--- config.mk ---
export PLATFORM = sky130hd
export DESIGN_NAME = nexys_starship_fault_gen
export DESIGN_NICKNAME = d
export VERILOG_FILES = /design/src/rtl/nexys_starship_fault_gen.sv
export SDC_FILE = /design/constraint.sdc
export NUM_CORES = 1
export LEC_CHECK = 0
export ABC_AREA = 1
export BUFFER_PORTS_ARGS = -buffer_cell sky130_fd_sc_hd__buf_2
export CAP_MARGIN = 20
export CORE_MARGIN = 3
export CORE_UTILIZATION = 45
export CTS_BUF_LIST = sky130_fd_sc_hd__clkbuf_4
export CTS_CLUSTER_DIAMETER = 100
export DETAILED_ROUTE_END_ITERATION = 8
export REMOVE_ABC_BUFFERS = 1
export SETUP_SLACK_MARGIN = 0.02
export SLEW_MARGIN = 25
export SYNTH_ARGS = -nofsm -noshare
export SYNTH_HDL_FRONTEND = slang
export SYNTH_SLANG_ARGS = --single-unit
--- constraint.sdc ---
create_clock -name Clk -period 3 [get_ports Clk]
set_clock_uncertainty 0.15 [all_clocks]
set_input_delay 0.6 -clock Clk [delete_from_list [all_inputs] [get_ports Clk]]
set_output_delay 0.6 -clock Clk [all_outputs]
set_load 0.05 [all_outputs]
--- src/rtl/nexys_starship_fault_gen.sv ---
`default_nettype none
// ============================================================================
// Module      : nexys_starship_fault_gen
// Description : Fault initiator for the room subsystems. While play is active
//               it waits a shrinking interval, picks a room that is not
//               already broken, strikes it with a one-cycle one-hot pulse and
//               presents a non-zero 4-bit repair code on a shared bus.
// Ports       : Clk, Reset          - clock, synchronous active-high reset
//               play_flag           - start of play (level, sampled in IDLE)
//               gameover_ctrl       - end of game, forces IDLE
//               room_broken[N]      - per-room broken status
//               room_random[N]      - one-hot one-cycle strike pulse
//               random_hex[4]       - repair code, held until next strike
//               fault_count[8]      - faults issued this game, saturating
//               interval_cur[32]    - current WAIT length in cycles
//               q_Idle/q_Wait/q_Pick/q_Issue - one-hot state flags
// Revision    : 1.0 - initial release
// ============================================================================
module nexys_starship_fault_gen #(
  parameter int          NUM_ROOMS     = 4,
  parameter logic [15:0] LFSR_SEED     = 16'hACE1,
  parameter logic [31:0] INTERVAL_INIT = 32'd200_000_000,
  parameter logic [31:0] INTERVAL_MIN  = 32'd50_000_000,
  parameter logic [31:0] INTERVAL_STEP = 32'd10_000_000
) (
  input  logic                 Clk,
  input  logic                 Reset,
  input  logic                 play_flag,
  input  logic                 gameover_ctrl,
  input  logic [NUM_ROOMS-1:0] room_broken,
  output logic [NUM_ROOMS-1:0] room_random,
  output logic [3:0]           random_hex,
  output logic [7:0]           fault_count,
  output logic [31:0]          interval_cur,
  output logic                 q_Idle,
  output logic                 q_Wait,
  output logic                 q_Pick,
  output logic                 q_Issue
);

  localparam int PW = (NUM_ROOMS > 2) ? $clog2(NUM_ROOMS) : 1;
  localparam logic [PW-1:0] c_LAST_ROOM  = PW'(NUM_ROOMS - 1);
  localparam logic [3:0]    c_LAST_PROBE = 4'(NUM_ROOMS - 1);
  localparam logic [3:0]    c_NUM_ROOMS4 = 4'(NUM_ROOMS);

  typedef enum logic [1:0] {
    S_IDLE  = 2'd0,
    S_WAIT  = 2'd1,
    S_PICK  = 2'd2,
    S_ISSUE = 2'd3
  } state_t;

  state_t                r_state;
  logic [31:0]           r_timer;
  logic [PW-1:0]         r_probe;
  logic [3:0]            r_probe_cnt;
  logic [NUM_ROOMS-1:0]  r_room;
  logic [3:0]            r_hex;
  logic [7:0]            r_count;
  logic [31:0]           r_interval;
  logic [15:0]           r_lfsr;
  logic [3:0]            r_flags;

  state_t                w_state_next;
  logic [31:0]           w_timer_next;
  logic [PW-1:0]         w_probe_next;
  logic [3:0]            w_probe_cnt_next;
  logic [NUM_ROOMS-1:0]  w_room_next;
  logic [3:0]            w_hex_next;
  logic [7:0]            w_count_next;
  logic [31:0]           w_interval_next;
  logic [15:0]           w_lfsr_next;
  logic [3:0]            w_flags_next;

  logic                  w_fb;
  logic [PW-1:0]         w_probe_seed;
  logic [NUM_ROOMS-1:0]  w_onehot;
  logic [3:0]            w_code;
  logic [31:0]           w_interval_dec;

  // Fibonacci LFSR, taps 16,14,13,11
  assign w_fb        = r_lfsr[15] ^ r_lfsr[13] ^ r_lfsr[12] ^ r_lfsr[10];
  assign w_lfsr_next = {r_lfsr[14:0], w_fb};

  assign w_probe_seed = PW'(r_lfsr[3:0] % c_NUM_ROOMS4);
  assign w_onehot     = {{(NUM_ROOMS-1){1'b0}}, 1'b1} << r_probe;
  // A zero code would be indistinguishable from "no code", so remap it.
  assign w_code       = (r_lfsr[7:4] == 4'h0) ? 4'h1 : r_lfsr[7:4];

  // Shrink toward the floor; the first term guards against unsigned underflow.
  assign w_interval_dec = ((r_interval >= INTERVAL_STEP) &&
                           ((r_interval - INTERVAL_STEP) >= INTERVAL_MIN))
                          ? (r_interval - INTERVAL_STEP) : INTERVAL_MIN;

  always_comb begin
    w_state_next     = r_state;
    w_timer_next     = r_timer;
    w_probe_next     = r_probe;
    w_probe_cnt_next = r_probe_cnt;
    w_room_next      = '0;
    w_hex_next       = r_hex;
    w_count_next     = r_count;
    w_interval_next  = r_interval;

    if (gameover_ctrl) begin
      w_state_next = S_IDLE;
    end else begin
      unique case (r_state)
        S_IDLE: begin
          if (play_flag) begin
            w_state_next    = S_WAIT;
            w_timer_next    = INTERVAL_INIT;
            w_interval_next = INTERVAL_INIT;
            w_count_next    = '0;
          end
        end
        S_WAIT: begin
          // Leaving on timer==1 makes WAIT last exactly interval_cur cycles.
          if (r_timer == 32'd1) begin
            w_state_next     = S_PICK;
            w_probe_next     = w_probe_seed;
            w_probe_cnt_next = '0;
          end else begin
            w_timer_next = r_timer - 32'd1;
          end
        end
        S_PICK: begin
          if (!room_broken[r_probe]) begin
            w_state_next    = S_ISSUE;
            w_room_next     = w_onehot;
            w_hex_next      = w_code;
            w_count_next    = (r_count == 8'hFF) ? r_count : r_count + 8'd1;
            w_interval_next = w_interval_dec;
          end else if (r_probe_cnt == c_LAST_PROBE) begin
            // Every room probed and broken: give up this round silently.
            w_state_next = S_WAIT;
            w_timer_next = r_interval;
          end else begin
            w_probe_next     = (r_probe == c_LAST_ROOM) ? '0 : r_probe + 1'b1;
            w_probe_cnt_next = r_probe_cnt + 4'd1;
          end
        end
        S_ISSUE: begin
          w_state_next = S_WAIT;
          w_timer_next = r_interval;
        end
        default: begin
          w_state_next = S_IDLE;
        end
      endcase
    end

    unique case (w_state_next)
      S_IDLE:  w_flags_next = 4'b1000;
      S_WAIT:  w_flags_next = 4'b0100;
      S_PICK:  w_flags_next = 4'b0010;
      default: w_flags_next = 4'b0001;
    endcase
  end

  always_ff @(posedge Clk) begin
    if (Reset) begin
      r_state     <= S_IDLE;
      r_timer     <= '0;
      r_probe     <= '0;
      r_probe_cnt <= '0;
      r_room      <= '0;
      r_hex       <= 4'h1;
      r_count     <= '0;
      r_interval  <= INTERVAL_INIT;
      r_lfsr      <= LFSR_SEED;
      r_flags     <= 4'b1000;
    end else begin
      r_state     <= w_state_next;
      r_timer     <= w_timer_next;
      r_probe     <= w_probe_next;
      r_probe_cnt <= w_probe_cnt_next;
      r_room      <= w_room_next;
      r_hex       <= w_hex_next;
      r_count     <= w_count_next;
      r_interval  <= w_interval_next;
      r_lfsr      <= w_lfsr_next;
      r_flags     <= w_flags_next;
    end
  end

  assign room_random  = r_room;
  assign random_hex   = r_hex;
  assign fault_count  = r_count;
  assign interval_cur = r_interval;
  assign q_Idle       = r_flags[3];
  assign q_Wait       = r_flags[2];
  assign q_Pick       = r_flags[1];
  assign q_Issue      = r_flags[0];

endmodule
`default_nettype wire

==> metrics.txt, run 1 <==
outcome=finished clean; TritonCTS Buffers=9; delay-heaviest family, CP=simple AND/OR/NAND/NOR gates; wire per inst=between 10 and 15 um; Clock Latency Late Sink=0.51 ns; Peak Freq=0.373 GHz; Synth top area share=approximately a third; sw frac=36.4%; Synth Area in Simple Gates=between 30% and 40%; first-pass GRT wire length=28.5 mm; initial DRC count=423; Cell Pwr Density=422 mW/mm^2; Slew @ Worst Pin=0.612 ns; Die X=122 um; ant diodes=0; proportion of synthesized area in mux cells=0%; setup ws final=roughly 0.32 ns; Synth Instances=956; post-layout net count=1021; Synth Area in XOR/XNOR=2.18%; count of different cell masters after synthesis=43; cell taking the most area after synthesis=dfxtp_1; Most common cell on crit path=nand2_1; total gr overflow=0; synth warn=0; hpwl dp=12.9 mm; setup TNS=0 ns; critical path required time=3.27 ns; full die area=0.0148 sq mm; Max-cap violations=0; Hold Path Sink=r_state[1]$_SDFF_PP0_; Compound-Gate Fraction of Synth Area=14.8%; crit path cell chain=inv_1 > ha_1 > inv_1 > nand3_1 > a21oi_1 > nand3_1 > nand3_1 > nand2_1 > nand2_1 > nor2_1 > nand2_1 > nor2_4 > nand2_4 > nand2_2 > o21ai_0 > nand2_1; drt pass-1 iters=6; Final Cycle Share=89.4%; CTS Sinks=slightly above 100; slowest stage cell, crit path=dfxtp_2; Logic pwr share=between 10% and 20%; Yosys reg bits=just over 100; Post-Syn Area=0.00603 sq mm; row count=41; largest family of logic cells by synthesized area=simple AND/OR/NAND/NOR gates; Crit Path Class=register to register; Worst slew margin=59.0%; PortBufs=52; cell at the root of the clock tree=clkbuf_4; CP max stage delay=0.42 ns; GR Util All Layers=between 20% and 30%; final setup fails=0; Starting Density=46.8%; area delta synth->final=9.88%; Sequential Power Share=52.6%; CP bufs+invs=2; Final Max Tran Viols=0; Hold Vio Cnt, Final=0; worst IR drop on VDD=0.317 mV; critical path startpoint category=register; area of the multi-input gates=between 0.003 and 0.004 sq mm; internal power=1.78 mW; Min-Delay Startpoint=gameover_ctrl; unrepaired setup endpoints after global routing=false; dpl ws=a little over 0.3 ns; total routed wirelength=17.4 mm; fill count=1397; sequential fraction of the synthesis area=33.5%; hold buffers post-CTS=0; cells on worst reg2reg path=16; top cells by area, synth=dfxtp_1, nand2_1, nor2_1, a21oi_1, inv_1; Synth Flop Type=dfxtp_1; R2R Path End=interval_cur[14]$_SDFFE_PP1P_; IO Count=60; vias per cell=5.17; number of remaining DRC errors=0; number of global-route vias before repair=5579; CP Capture Type=register; RePlAce Congestion=0.932; area share of fa/ha/maj cells after synthesis=1.45%; # H-tree levels=3; Hold Crit Class=input pin to register; largest net degree at the start of global routing=30; post-route ant nets=0; Vias=just over 6000; post-CTS setup buffers=0; clock buffer depth=2; ys async rst share=0%; WP data arrival=2.96 ns; FF+latch area=0.00202 sq mm; Post-synth EDFFs=0; CP Max Fanout=18; TritonCTS clock tree=yes; worst hold path depth=2; Period minus WS final=2.68 ns; Clock power frac=29.0%; synthesized area per cell=6.31 sq um; Switch Pwr=1.02 mW; layout cells sized above 1=approximately 14%; initial antenna violation count=0; post_cts resized=0; Die H=122 um; RR Startpoint=interval_cur[8]$_SDFFE_PP0P_; CTS clock-pin slew for the worst setup and hold paths=0.20 ns; leak pwr=2.96 nW; Worst R2R Setup Slack=0.32 ns; Core ar.=0.0129 sq mm
-- layout by cell type (no fill, tap or decap), types with 3 or more instances in the layout --
master    instances
a211oi_1          7
a21oi_1          81
buf_2            52
buf_4            18
clkbuf_4          9
conb_1            7
dfxtp_1         100
ha_1              7
inv_1            91
inv_2             8
inv_8             4
nand2_1         258
nand2_2           9
nand3_1          66
nand3_2           4
nand4_1          22
nor2_1          120
nor2_2           16
nor2_4            3
nor3_1           17
nor4_1            3
o211ai_1          3
o21ai_0          44
o21ai_1           5
o221ai_1          4
o22ai_1          12
or2_2             7
xnor2_1           5
xor2_1           10
-- routing by layer --
metal	share of wire (%)	wire, um	vias up	GRT usage (%)
li1	-	-	3206	-
met1	49	8590	2720	33.4
met2	44	7710	159	38.3
met3	4.4	772	29	4.50
met4	1.8	317	0	6.86
met5	0	0	-	0
-- cells in the mapped netlist, types with 3 or more instances --
cell type	count
nand2_1	258
nor2_1	120
dfxtp_1	101
inv_1	91
a21oi_1	81
nand3_1	66
o21ai_0	44
nand4_1	22
nor3_1	17
nor2_2	16
clkbuf_1	14
o22ai_1	12
buf_4	11
buf_2	10
xor2_1	10
nand2_2	9
inv_2	8
a211oi_1	7
ha_1	7
or2_2	7
o21ai_1	5
xnor2_1	5
nand3_2	4
o221ai_1	4
nor2_4	3
nor4_1	3
o211ai_1	3
-- state kept, by name, indices dropped and copies added, names as in the netlist --
name          flops
r_timer          32
interval_cur     25
r_lfsr           16
fault_count       8
r_flags           4
r_probe_cnt       4
random_hex        4
room_random       4
r_probe           2
r_state           2
-- how the worst max path moves through the flow --
stage          slack, ns                       endpoint                    startpoint  cells past startpoint
2_1_floorplan       0.20  interval_cur[14]$_SDFFE_PP1P_  interval_cur[8]$_SDFFE_PP0P_                     18
3_3_place_gp        0.40  interval_cur[14]$_SDFFE_PP1P_  interval_cur[8]$_SDFFE_PP0P_                     16
3_5_place_dp        0.31  interval_cur[21]$_SDFFE_PP1P_  interval_cur[8]$_SDFFE_PP0P_                     16
4_1_cts             0.27  interval_cur[21]$_SDFFE_PP1P_  interval_cur[8]$_SDFFE_PP0P_                     16
5_1_grt             0.05  interval_cur[14]$_SDFFE_PP1P_  interval_cur[8]$_SDFFE_PP0P_                     16
6_report            0.32  interval_cur[14]$_SDFFE_PP1P_  interval_cur[8]$_SDFFE_PP0P_                     16
-- cells by family (layout without fill, tap and decap cells) --
logic type,after synthesis,after routing
compound gates,163,163
buf+inv,138,187
flops,101,101
other cells,1,7
xor+xnor,15,15
fa+ha+maj,7,7
simple gates,531,531
-- power by group through the flow --
stage          Combinational, mW  Sequential [mW]  Clock [mW]
4_1_cts                    0.511             1.47       0.844
2_1_floorplan              0.340             1.52           0
5_1_grt                    0.581             1.48       0.892
3_3_place_gp               0.511             1.50           0
3_5_place_dp               0.508             1.50           0
6_report                   0.512             1.47       0.812
-- layout make-up --
class	instances	share of cell area [%]
clock buffers	9	1.02
clock inverters	7	1.42
inverters	101	5.78
multi-input cells	723	52.0
flip-flops and latches	101	30.5
well taps	172	3.25
repair buffers	70	5.97
-- through the flow --
| stage | instances | area (sq um) | power (mW) | hold slack (ns) | utilization, % |
|---|---|---|---|---|---|
| floorplan | 925 | 5850 | 1.86 | 0.238 | - |
| global placement | 1167 | 6460 | 2.01 | 0.240 | 50.2 |
| detailed placement | 1167 | 6460 | 2.01 | 0.247 | 50.2 |
| CTS | 1183 | 6620 | 2.83 | 0.110 | 51.4 |
| global route | 1183 | 6630 | 2.95 | 0.130 | 51.5 |
| finish | 1183 | 6630 | 2.80 | 0.149 | 51.5 |
Note: power is estimated with default switching activity, not from simulation.
==> inputs of run 2 (changes only) <==
Clock period 3 ns to 2.6 ns, I/O delays scaled along.
==> metrics.txt, run 2 (same netlist as run 1, synthesis figures left out) <==
initial DRC count=466 (was 423); PortBufs=52 (unchanged); clock buffer depth=2 (unchanged); CP max stage delay=0.51 ns (was 0.42 ns); Final Cycle Share=92.3% (was 89.4%); Hold Vio Cnt, Final=0 (unchanged); hold buffers post-CTS=0 (unchanged); total gr overflow=0 (unchanged); Cell Pwr Density=464 mW/mm^2 (was 422 mW/mm^2); WP data arrival=2.67 ns (was 2.96 ns); # H-tree levels=3 (unchanged); Inst Count DP=1186 (was 1167); CP Max Fanout=9 (was 18); Final Max Tran Viols=0 (unchanged); post-layout net count=1042 (was 1021); CTS Sinks=101 (unchanged); full die area=0.0148 sq mm (unchanged); CP bufs+invs=2 (unchanged); Core ar.=0.0129 sq mm (unchanged); Slew @ Worst Pin=0.644 ns (was 0.612 ns); RePlAce Congestion=0.949 (was 0.932); final setup fails=0 (unchanged); largest net degree at the start of global routing=59 (was 30); worst IR drop on VDD=0.480 mV (was 0.317 mV); critical path startpoint category=register (unchanged); Vias=6246 (was 6114); CP Capture Type=register (unchanged); Max-cap violations=0 (unchanged); GR Util All Layers=24.1% (about the same); TritonCTS clock tree=yes (unchanged); Die H=122 um (unchanged); post-route ant nets=0 (unchanged); unrepaired setup endpoints after global routing=false (unchanged); post-route insts no fill=1205 (was 1183); Area after DPL=0.00661 sq mm (was 0.00646 sq mm); total routed wirelength=17.4 mm (about the same); number of global-route vias before repair=5700 (was 5579); Period minus WS final=2.40 ns (was 2.68 ns); leak pwr=3.05 nW (was 2.96 nW); row count=41 (unchanged); delay-heaviest family, CP=simple AND/OR/NAND/NOR gates (unchanged); vias per cell=5.18 (was 5.17); Crit Path Class=register to register (unchanged); slowest stage cell, crit path=dfxtp_1 (was dfxtp_2); Die X=122 um (unchanged); wire per inst=14.4 um (was 14.7 um); IO Count=60 (unchanged); Worst slew margin=57.1% (was 59.0%); most common cell after layout, fill and taps aside=nand2_1 (unchanged); layout cells sized above 1=17.5% (was 13.7%); hpwl dp=13.1 mm (was 12.9 mm); outcome=finished clean (unchanged); Hold Crit Class=input pin to register (unchanged); Clock Latency Late Sink=0.51 ns (about the same); crit path cell chain=buf_4 > nand2_1 > nand2_1 > nor2_1 > nand2_1 > nand3_1 > nand3_1 > nand2_1 > a21oi_1 > nand2_1 > nor2_4 > nand2_4 > buf_4 > nand3_1 > nand2_1 > nand2_1 > nand2_1 (was inv_1 > ha_1 > inv_1 > nand3_1 > a21oi_1 > nand3_1 > nand3_1 > nand2_1 > nand2_1 > nor2_1 > nand2_1 > nor2_4 > nand2_4 > nand2_2 > o21ai_0 > nand2_1); critical path required time=2.87 ns (was 3.27 ns); cell at the root of the clock tree=clkbuf_4 (unchanged); number of flip-flops in the largest register=32 (unchanged); number of remaining DRC errors=0 (unchanged); initial antenna violation count=1 (was 0); CTS clock-pin slew for the worst setup and hold paths=0.17 ns (was 0.20 ns); Peak Freq=0.416 GHz (was 0.373 GHz); Finished Cell Area=0.00685 sq mm (was 0.00663 sq mm); Most common cell on crit path=nand2_1 (unchanged); area delta synth->final=13.5% (was 9.88%); first-pass GRT wire length=28.6 mm (was 28.5 mm); TritonCTS Buffers=9 (unchanged); Starting Density=46.8% (unchanged); drt pass-1 iters=6 (unchanged); Largest Register=r_timer (unchanged); commonest cells after routing, fill and taps aside=nand2_1, nor2_1, dfxtp_1 (unchanged)
run 2: cell count changes in the layout (fill, tap and decap cells not counted), moves of 3 or more:
cell | previous run | this run
o21ai_0 | 44 | 40
nor2_1 | 120 | 117
dfxtp_1 | 100 | 92
nor2_4 | 3 | 6
dfxtp_2 | 1 | 9
buf_4 | 18 | 39
run 2: path summary, 6_finish.rpt:
kind | start | cells past startpoint | endpoint | slack (ns)
setup / recovery | interval_cur[15]$_SDFFE_PP1P_ | 17 | interval_cur[16]$_SDFFE_PP1P_ | 0.20
hold / removal | gameover_ctrl | 2 | r_state[1]$_SDFF_PP0_ | 0.09
setup reg to reg | interval_cur[15]$_SDFFE_PP1P_ | 17 | interval_cur[16]$_SDFFE_PP1P_ | 0.20
hold reg to reg | r_lfsr[2]$_SDFF_PP0_ | 2 | r_lfsr[3]$_SDFF_PP0_ | 0.26
run 2: metal layers:
metal / global-route usage (%) / routed length, um / part of all wire (%) / vias up
met5: 0 / 0 / 0 / -
met2: 38.1 / 7760 / 45 / 138
met1: 33.4 / 8550 / 49 / 2844
met4: 5.95 / 304 / 1.7 / 0
met3: 5.48 / 797 / 4.6 / 23
li1: - / - / - / 3241
run 2: where the power goes:
part | switching, mW | internal, mW | total [mW]
clock network | 0.629 | 0.228 | 0.857
registers | 0.0773 | 1.62 | 1.69
logic | 0.425 | 0.199 | 0.624
run 2: stage by stage:
stage	setup slack [ns]	hold slack (ns)	power [mW]	setup TNS [ns]	utilization, %
final	0.199	0.0923	3.18	0	53.2
after global routing	0.0199	0.0532	3.35	0	53.2
after CTS	0.0295	0.0666	3.19	0	52.4
after detailed placement	0.0646	0.245	2.33	0	51.3
after global placement	0.123	0.238	2.33	0	51.3
after floorplan	-0.198	0.238	2.14	-2.66	-
run 2: area by class of cell:
type	count	area, sq um
multi-input combinational	723	3510
fill	1395	6030
clock inverter	7	73.8
tap	172	215
antenna	1	2.50
inverter	101	385
sequential	101	2030
timing repair buffer	91	553
clock buffer	9	67.6
run 2: what timing repair did:
item	CTS	global route
endpoints found under the setup margin	0	56
resized for setup	0	32
buffers inserted	0	2
